## config.mk

```make
export PLATFORM = sky130hd
export DESIGN_NAME = hex_serial_tx
export DESIGN_NICKNAME = d
export VERILOG_FILES = /design/src/rtl/hex_serial_tx.sv
export SDC_FILE = /design/constraint.sdc
export NUM_CORES = 1
export LEC_CHECK = 0
export CORE_MARGIN = 1
export CORE_UTILIZATION = 50
export DETAILED_ROUTE_END_ITERATION = 7
export PLACE_DENSITY = 0.78
export SLEW_MARGIN = 15
export SYNTH_ARGS = -nofsm -noshare
export SYNTH_HDL_FRONTEND = slang
export SYNTH_SLANG_ARGS = --single-unit
```

## constraint.sdc

```tcl
create_clock -name CLK -period 2.3 [get_ports CLK]
set_input_delay 0.575 -clock CLK [delete_from_list [all_inputs] [get_ports CLK]]
set_output_delay 0.575 -clock CLK [all_outputs]
set_load 0.01 [all_outputs]
```

## src/rtl/hex_serial_tx.sv

```systemverilog
// 6-bit parallel-to-serial framer: start, D1..D6 (LSB first), optional parity, stop.
// SO drops one cycle after an accepted LOAD; LOAD is ignored unless RDY (IDLE only).
module hex_serial_tx #(
  parameter int CLKS_PER_BIT = 4,
  parameter bit PARITY_EN    = 1'b1,
  parameter bit PARITY_ODD   = 1'b0
) (
  input  logic CLK,
  input  logic CLR,
  input  logic D1,
  input  logic D2,
  input  logic D3,
  input  logic D4,
  input  logic D5,
  input  logic D6,
  input  logic LOAD,
  output logic RDY,
  output logic SO,
  output logic BUSY,
  output logic DONE
);

  typedef enum logic [2:0] {IDLE, START, DATA, PARITY, STOP} state_t;

  localparam logic [7:0] LAST_TICK = 8'(CLKS_PER_BIT - 1);

  state_t     state, state_n;
  logic [7:0] timer, timer_n;
  logic [2:0] idx, idx_n;
  logic [5:0] shadow, shadow_n;
  logic       tick_end;
  logic       so_n, rdy_n, busy_n, done_n;

  always_ff @(posedge CLK or negedge CLR) begin
    if (!CLR) begin
      state  <= IDLE;
      timer  <= '0;
      idx    <= '0;
      shadow <= '0;
      SO     <= 1'b1;
      RDY    <= 1'b1;
      BUSY   <= 1'b0;
      DONE   <= 1'b0;
    end else begin
      state  <= state_n;
      timer  <= timer_n;
      idx    <= idx_n;
      shadow <= shadow_n;
      SO     <= so_n;
      RDY    <= rdy_n;
      BUSY   <= busy_n;
      DONE   <= done_n;
    end
  end

  always_comb begin
    state_n  = state;
    timer_n  = timer + 8'd1;
    idx_n    = idx;
    shadow_n = shadow;
    tick_end = (timer == LAST_TICK);

    case (state)
      IDLE: begin
        timer_n = '0;
        if (LOAD) begin
          state_n  = START;
          shadow_n = {D6, D5, D4, D3, D2, D1};
        end
      end
      START: begin
        if (tick_end) begin
          state_n = DATA;
          timer_n = '0;
          idx_n   = '0;
        end
      end
      DATA: begin
        if (tick_end) begin
          timer_n = '0;
          if (idx == 3'd5) begin
            idx_n   = '0;
            state_n = PARITY_EN ? PARITY : STOP;
          end else begin
            idx_n = idx + 3'd1;
          end
        end
      end
      PARITY: begin
        if (tick_end) begin
          state_n = STOP;
          timer_n = '0;
        end
      end
      STOP: begin
        if (tick_end) begin
          state_n = IDLE;
          timer_n = '0;
        end
      end
      default: begin
        state_n = IDLE;
        timer_n = '0;
        idx_n   = '0;
      end
    endcase

    // Outputs are precomputed from the next state so the registers carry them directly.
    so_n = 1'b1;
    case (state_n)
      START:   so_n = 1'b0;
      DATA:    so_n = shadow_n[idx_n];
      PARITY:  so_n = (^shadow_n) ^ PARITY_ODD;
      default: so_n = 1'b1;
    endcase
    rdy_n  = (state_n == IDLE);
    busy_n = ~rdy_n;
    done_n = (state_n == STOP) && (timer_n == LAST_TICK);
  end

endmodule

```

==> results.sh, run 1 <==
export IMPL_outcome="finished, violations left"
export IMPL_failed_checks="negative setup slack"
export IMPL_final_hold_violation_count=0
export IMPL_antenna_violating_nets_post_route=0
export IMPL_synth_sequential_area_ratio_pct=45.6
export IMPL_track_usage_pct=23.7
export IMPL_design_die_area_um2=2860
export IMPL_grt_antenna_before_repair=0
export IMPL_cts_tree="yes"
export IMPL_total_power_mw=2.12
export IMPL_first_global_vias=1028
export IMPL_holdCritPathClass="in -> async"
export IMPL_synth_lib_cells_used_distinct=45
export IMPL_post_route_drc_count=0
export IMPL_critPathMaxFanout=4
export IMPL_post_synth_top_count_cell="dfrtp_1"
export IMPL_synth_mux_area_fraction_pct=7.56
export IMPL_fin_nets=173
export IMPL_largest_net_degree_at_the_start_of_global_routing=15
export IMPL_finalWorstPathRequiredPeriod_ps=2320
export IMPL_synth_flop_cell="dfrtp_1"
export IMPL_critical_path_cell_chain="or4_4 -> o41a_1 -> o2bb2ai_4 -> mux2_2 -> a22oi_1 -> a32oi_1"
export IMPL_final_fill_count=166
export IMPL_route_detailed_vias_per_inst=5.72
export IMPL_period_share_pct=101
export IMPL_floorplan_rows=18
export IMPL_cp_required_ps=2550
export IMPL_multi_input_area_um2=729
export IMPL_postSynth_asyncResetShare_pct=100
export IMPL_clk_transition_reported_paths_ps=140
export IMPL_sinks_on_the_clock_net=24
export IMPL_timing_critical_path_slowest_cell_delay_ps=540
export IMPL_grt_setup_unrepaired="true"
export IMPL_synth_area_in_adders_pct=0.945
export IMPL_synth_xor_area_share_pct=10.3
export IMPL_fraction_of_the_mapped_netlist_area_in_compound_gates_pct=12.9
export IMPL_power_density_nw_per_um2=1210
export IMPL_reg2reg_to="SO"
export IMPL_synth_top_cell_area_share_pct=41.6
export IMPL_htree_num_levels=1
export IMPL_netlist_area_um2=1320
export IMPL_drt_first_iter_violations=26
export IMPL_clock_latency_on_the_worst_skew_pair_ps=320
export IMPL_cts_buffers_inserted=3
export IMPL_number_of_maximum_capacitance_constraint_violations=0
export IMPL_vias=1099
export IMPL_netlist_top_cells_count="22 x dfrtp_1, 17 x nor2_1, 8 x mux2_2"
export IMPL_synth_seq_cells=24
export IMPL_dp_hpwl_mm=2.16
export IMPL_cts_buffer_depth=2
export IMPL_largest_family_of_logic_cells_by_synthesized_area="simple AND/OR/NAND/NOR gates"
export IMPL_setup_slack_on_the_worst_flop_to_flop_path_ps=-20
export IMPL_globalRoute_totalOverflow=0
export IMPL_synth_enable_flop_cells=0
export IMPL_worst_setup_path_start_kind="flip-flop"
export IMPL_synth_top_cells_by_area="dfrtp_1 42%, mux2_2 6.8%, nor2_1 4.8%"
export IMPL_grt_pass1_wl_mm=4.64
export IMPL_r2r_cells=6
export IMPL_num_antenna_cells=0
export IMPL_fin_hold_ws_ps=560
export IMPL_power_leakage_nw=0.769
export IMPL_max_slew_margin_rel_pct=68.0
export IMPL_sequential_cell_area_um2=603
export IMPL_setup_viol=1
export IMPL_detail_route_first_pass_iterations=4
export IMPL_wl_per_cell_um=15.7
export IMPL_synth_area_per_cell_um2=10.7
export IMPL_cts_root_buffer_cell="clkbuf_4"
export IMPL_r2r_start="timer[2]"
export IMPL_net_count_synth=134
export IMPL_max_clock_freq_mhz=432
export IMPL_detail_route_wirelength_mm=3.01
export IMPL_synth_cells=124
export IMPL_yosysTopAreaCell="dfrtp_1"
export IMPL_yosys_warnings=0
export IMPL_crit_arrival_ps=2570
export IMPL_postLayoutSetupSlackWorst_ps=-16.6
export IMPL_layout_drive_gt1_share_pct=31.5
export IMPL_io_pins=13
export IMPL_cp_slowest_cell="or4_4"
export IMPL_synth_simple_gate_area_share_pct=20.4
export IMPL_timing_setup_critical_path_class="reg -> reg"
export IMPL_fp_coreArea_um2=2500
export IMPL_max_slew_worst_pin_slew_ps=479
export IMPL_layout_area_growth_over_synthesis_pct=31.9
export IMPL_routabilityCongestion=0.816
export IMPL_floorplan_die_height_um=53.5
export IMPL_setup_worst_path_end_class="flip-flop"
export IMPL_start_util_pct=53.0
export IMPL_worst_clock_skew_ps=7.71
export IMPL_ir_worst_vdd_mv=0.795
export IMPL_timing_final_max_slew_violations=0
export IMPL_port_buffers=12
export IMPL_die_w_um=53.5
-- state kept, by name (all words and copies together), names as in the netlist --
name,cells
DONE,1
timer,8
idx,3
shadow,6
RDY,1
BUSY,1
state,3
SO,1
-- worst max-delay path by stage --
| stage | from | endpoint | slack [ps] |
|---|---|---|---|
| 4_1_cts | timer[2] | SO | -20 |
| 3_5_place_dp | LOAD | SO | -50 |
| 6_report | timer[2] | SO | -20 |
| 2_1_floorplan | timer[2] | SO | -40 |
| 5_1_grt | timer[2] | SO | -80 |
| 3_3_place_gp | LOAD | SO | -20 |
-- cell type report --
type | instances | area share, %
multi-input combinational | 94 | 41.8
tap | 30 | 2.15
clock inverter | 1 | 1.72
inverter | 2 | 0.430
timing repair buffer | 38 | 18.1
sequential | 24 | 34.6
clock buffer | 3 | 1.29
-- where the power goes --
part           leakage (nW)  switching, mW  internal, mW  total, mW
registers             0.301         0.0920         0.561      0.653
logic                 0.440          0.553         0.605       1.16
clock network        0.0279          0.130         0.176      0.306
-- cells in the final DEF, fill, tap and decap left out, types with 3 or more instances in the layout --
| cell | Yosys | layout |
|---|---|---|
| buf_4 | 0 | 26 |
| dfrtp_1 | 22 | 22 |
| nor2_1 | 17 | 16 |
| clkdlybuf4s50_1 | 0 | 12 |
| mux2_2 | 8 | 7 |
| xnor2_1 | 7 | 7 |
| xor2_1 | 6 | 6 |
| nand2_1 | 6 | 6 |
| nor3_1 | 5 | 4 |
| nand2b_1 | 3 | 3 |
| and3_1 | 3 | 3 |
| nand3_1 | 3 | 3 |
| a31oi_1 | 3 | 3 |
| clkbuf_4 | 0 | 3 |
-- critical path, delay by kind of cell (launching register included) --
family             cells  cell delay [ps]
muxes                  1              360
AOI/OAI and AO/OA      4              930
and+or+nand+nor        1              540
DFF                    1              410
-- stage by stage --
| stage | utilization, % | cells | setup WS, ps | TNS, ps | area (um^2) |
|---|---|---|---|---|---|
| 5_1_grt | 69.8 | 192 | -84.1 | -84.1 | 1750 |
| 4_1_cts | 69.0 | 191 | -17.4 | -17.4 | 1730 |
| 3_5_place_dp | 66.3 | 186 | -46.6 | -58.5 | 1660 |
| 2_1_floorplan | - | 124 | -43.9 | -43.9 | 1340 |
| 6_report | 69.8 | 192 | -16.6 | -16.6 | 1750 |
| 3_3_place_gp | 66.3 | 186 | -21.1 | -21.1 | 1660 |
-- layer usage --
metal / wire length, um / up-vias / track usage [%]
li1: - / 527 / -
met1: 1340 / 521 / 28.3
met2: 1470 / 45 / 41.5
met3: 156 / 6 / 3.74
met4: 38 / 0 / 10.1
met5: 0 / - / 0
-- logic make-up after synthesis --
group,count (synthesis)
AND/OR/NAND/NOR,50
flip-flops,24
AO/OA/AOI/OAI,20
XOR/XNOR,14
multiplexers,9
buffers and inverters,6
adder cells (fa/ha/maj),1
-- repair_timing --
action                                  CTS  global route
endpoints found under the setup margin    2             2
setup buffers                             1             1
hold buffers                              0             0
pin swaps                                 1             2
gates resized for setup                   2             3
Note: power is estimated with default switching activity, not from simulation.
==> run 2: changes to the inputs <==
--- a/config.mk
+++ b/config.mk
@@ -8,7 +8,8 @@
 export CORE_MARGIN = 1
 export CORE_UTILIZATION = 50
 export DETAILED_ROUTE_END_ITERATION = 7
-export PLACE_DENSITY = 0.78
+export PLACE_DENSITY = 0.74
+export SETUP_SLACK_MARGIN = 0.05
 export SLEW_MARGIN = 15
 export SYNTH_ARGS = -nofsm -noshare
 export SYNTH_HDL_FRONTEND = slang
==> results.sh, run 2 (same netlist as run 1, synthesis figures left out) <==
export IMPL_cts_buffers_inserted=3
export IMPL_post_place_cells=183
export IMPL_failed_checks="negative setup slack"
export IMPL_worst_setup_path_start_kind="flip-flop"
export IMPL_globalRoute_totalOverflow=0
export IMPL_cts_tree="yes"
export IMPL_grt_antenna_before_repair=0
export IMPL_drt_first_iter_violations=26
export IMPL_pwr_share_clk_pct=14.3
export IMPL_power_report_internal_total_mw=1.38
export IMPL_post_route_util_pct=69.9
export IMPL_top_layer="met4"
export IMPL_io_pins=13
export IMPL_power_density_nw_per_um2=1240
export IMPL_die_w_um=53.5
export IMPL_wl_per_cell_um=15.6
export IMPL_cp_required_ps=2560
export IMPL_period_share_pct=100
export IMPL_layout_area_growth_over_synthesis_pct=32.0
export IMPL_largest_register="timer"
export IMPL_timing_final_max_slew_violations=0
export IMPL_outcome="finished, violations left"
export IMPL_setup_slack_on_the_worst_flop_to_flop_path_ps=-1
export IMPL_cts_buffer_depth=2
export IMPL_layout_drive_gt1_share_pct=31.4
export IMPL_final_design_area_no_fill_um2=1750
export IMPL_critPathMaxFanout=4
export IMPL_sinks_on_the_clock_net=24
export IMPL_power_share_combinational_pct=55.6
export IMPL_largest_net_degree_at_the_start_of_global_routing=25
export IMPL_track_usage_pct=23.3
export IMPL_port_buffers=12
export IMPL_setup_worst_path_end_class="flip-flop"
export IMPL_floorplan_rows=18
export IMPL_vias=1082
export IMPL_power_leakage_nw=0.761
export IMPL_most_common_layout_cells="23 x buf_4, 22 x dfrtp_1, 16 x nor2_1"
export IMPL_clk_transition_reported_paths_ps=140
export IMPL_detail_route_first_pass_iterations=4
export IMPL_largest_reg_flops=8
export IMPL_fp_coreArea_um2=2500
export IMPL_floorplan_die_height_um=53.5
export IMPL_cts_root_buffer_cell="clkbuf_4"
export IMPL_detail_route_wirelength_mm=2.96
export IMPL_routabilityCongestion=0.857
export IMPL_net_switching_uw=792
export IMPL_first_global_vias=1044
export IMPL_dpl_cell_area_um2=1650
export IMPL_htree_num_levels=1
export IMPL_route_detailed_vias_per_inst=5.72
export IMPL_worst_clock_skew_ps=15.3
export IMPL_number_of_maximum_capacitance_constraint_violations=0
export IMPL_clock_latency_on_the_worst_skew_pair_ps=330
export IMPL_max_slew_margin_rel_pct=73.8
export IMPL_net_switching_fraction_of_the_power_pct=36.5
export IMPL_ir_worst_vdd_mv=0.826
export IMPL_sequential_power_share_pct=30.1
export IMPL_setup_viol=1
export IMPL_grt_setup_unrepaired="true"
export IMPL_layout_cells_non_filler=189
export IMPL_design_die_area_um2=2860
export IMPL_max_slew_worst_pin_slew_ps=388
export IMPL_holdBufCountCts=0
export IMPL_num_antenna_cells=0
export IMPL_max_clock_freq_mhz=435
export IMPL_route_met3_wl_um=121
export IMPL_post_route_drc_count=0
export IMPL_holdCritPathClass="reg -> reg"
export IMPL_largest_registers_ranked_by_flip_flop_count="timer x8, shadow x6"
export IMPL_grt_pass1_wl_mm=4.74
export IMPL_crit_arrival_ps=2560
export IMPL_m1WireLength_mm=1.26
export IMPL_met2WireLength_mm=1.54
export IMPL_fin_nets=170
export IMPL_mostFrequentLayoutCell="buf_4"
export IMPL_timing_setup_critical_path_class="reg -> reg"
export IMPL_start_util_pct=53.0
export IMPL_dp_hpwl_mm=2.16
export IMPL_final_hold_violation_count=0
export IMPL_finalWorstPathRequiredPeriod_ps=2300
export IMPL_antenna_violating_nets_post_route=0
export IMPL_fin_hold_ws_ps=552
export IMPL_postLayoutSetupSlackWorst_ps=-1.09
run 2: cell types whose count changed in the layout (fill, tap and decap cells not counted), sizes merged:
cell | previous run | this run
buf | 26 | 23
run 2: through the flow:
stage	power [mW]	worst slack, ps	TNS (ps)
final	2.17	-1.09	-1.09
after global routing	2.30	-92.8	-92.8
after CTS	2.15	-2.91	-2.91
after detailed placement	1.79	-120	-120
after global placement	1.73	-83.9	-83.9
after floorplan	1.41	26.1	0
run 2: power by group through the flow:
stage / logic (mW) / registers (mW) / clock network [mW]
2_1_floorplan: 0.748 / 0.662 / 0
3_3_place_gp: 1.08 / 0.651 / 0
3_5_place_dp: 1.12 / 0.663 / 0
4_1_cts: 1.17 / 0.655 / 0.321
5_1_grt: 1.30 / 0.668 / 0.335
6_report: 1.21 / 0.653 / 0.311
run 2: final timing paths:
| check | startpoint | end | cells past startpoint |
|---|---|---|---|
| setup / recovery | timer[0] | SO | 7 |
| hold / removal | shadow[0] | shadow[0] | 1 |
| setup reg to reg | timer[0] | SO | 7 |
| hold reg to reg | shadow[0] | shadow[0] | 1 |
| max in group asynchronous | CLR | SO | 2 |
| min in group asynchronous | CLR | timer[6] | 2 |
run 2: cell type report:
| cell class | instances | area [um^2] |
|---|---|---|
| Sequential cell | 24 | 603 |
| Timing Repair Buffer | 35 | 293 |
| Clock inverter | 1 | 30.0 |
| Tap cell | 30 | 37.5 |
| Inverter | 2 | 7.51 |
| Multi-Input combinational cell | 94 | 754 |
| Clock buffer | 3 | 22.5 |
| Fill cell | 181 | 752 |
run 2: repair_timing:
item                       CTS  global route
pin swaps                    1             5
setup buffers                0             2
resized for setup            5             2
setup endpoints to repair    4             3
run 2: layer usage:
layer | vias to the layer above | track usage [%]
met4 | 0 | 6.14
met3 | 6 | 4.31
met1 | 522 | 28.2
li1 | 523 | -
met2 | 31 | 41.5
met5 | - | 0
run 2: critical path, cell delays in order (launching register included):
cell       delay (ps)
dfrtp_1           420
ha_4              150
or3b_4            370
o41a_1            450
o2bb2ai_4         230
mux2i_1           110
or3_1             310
a32oi_1           200
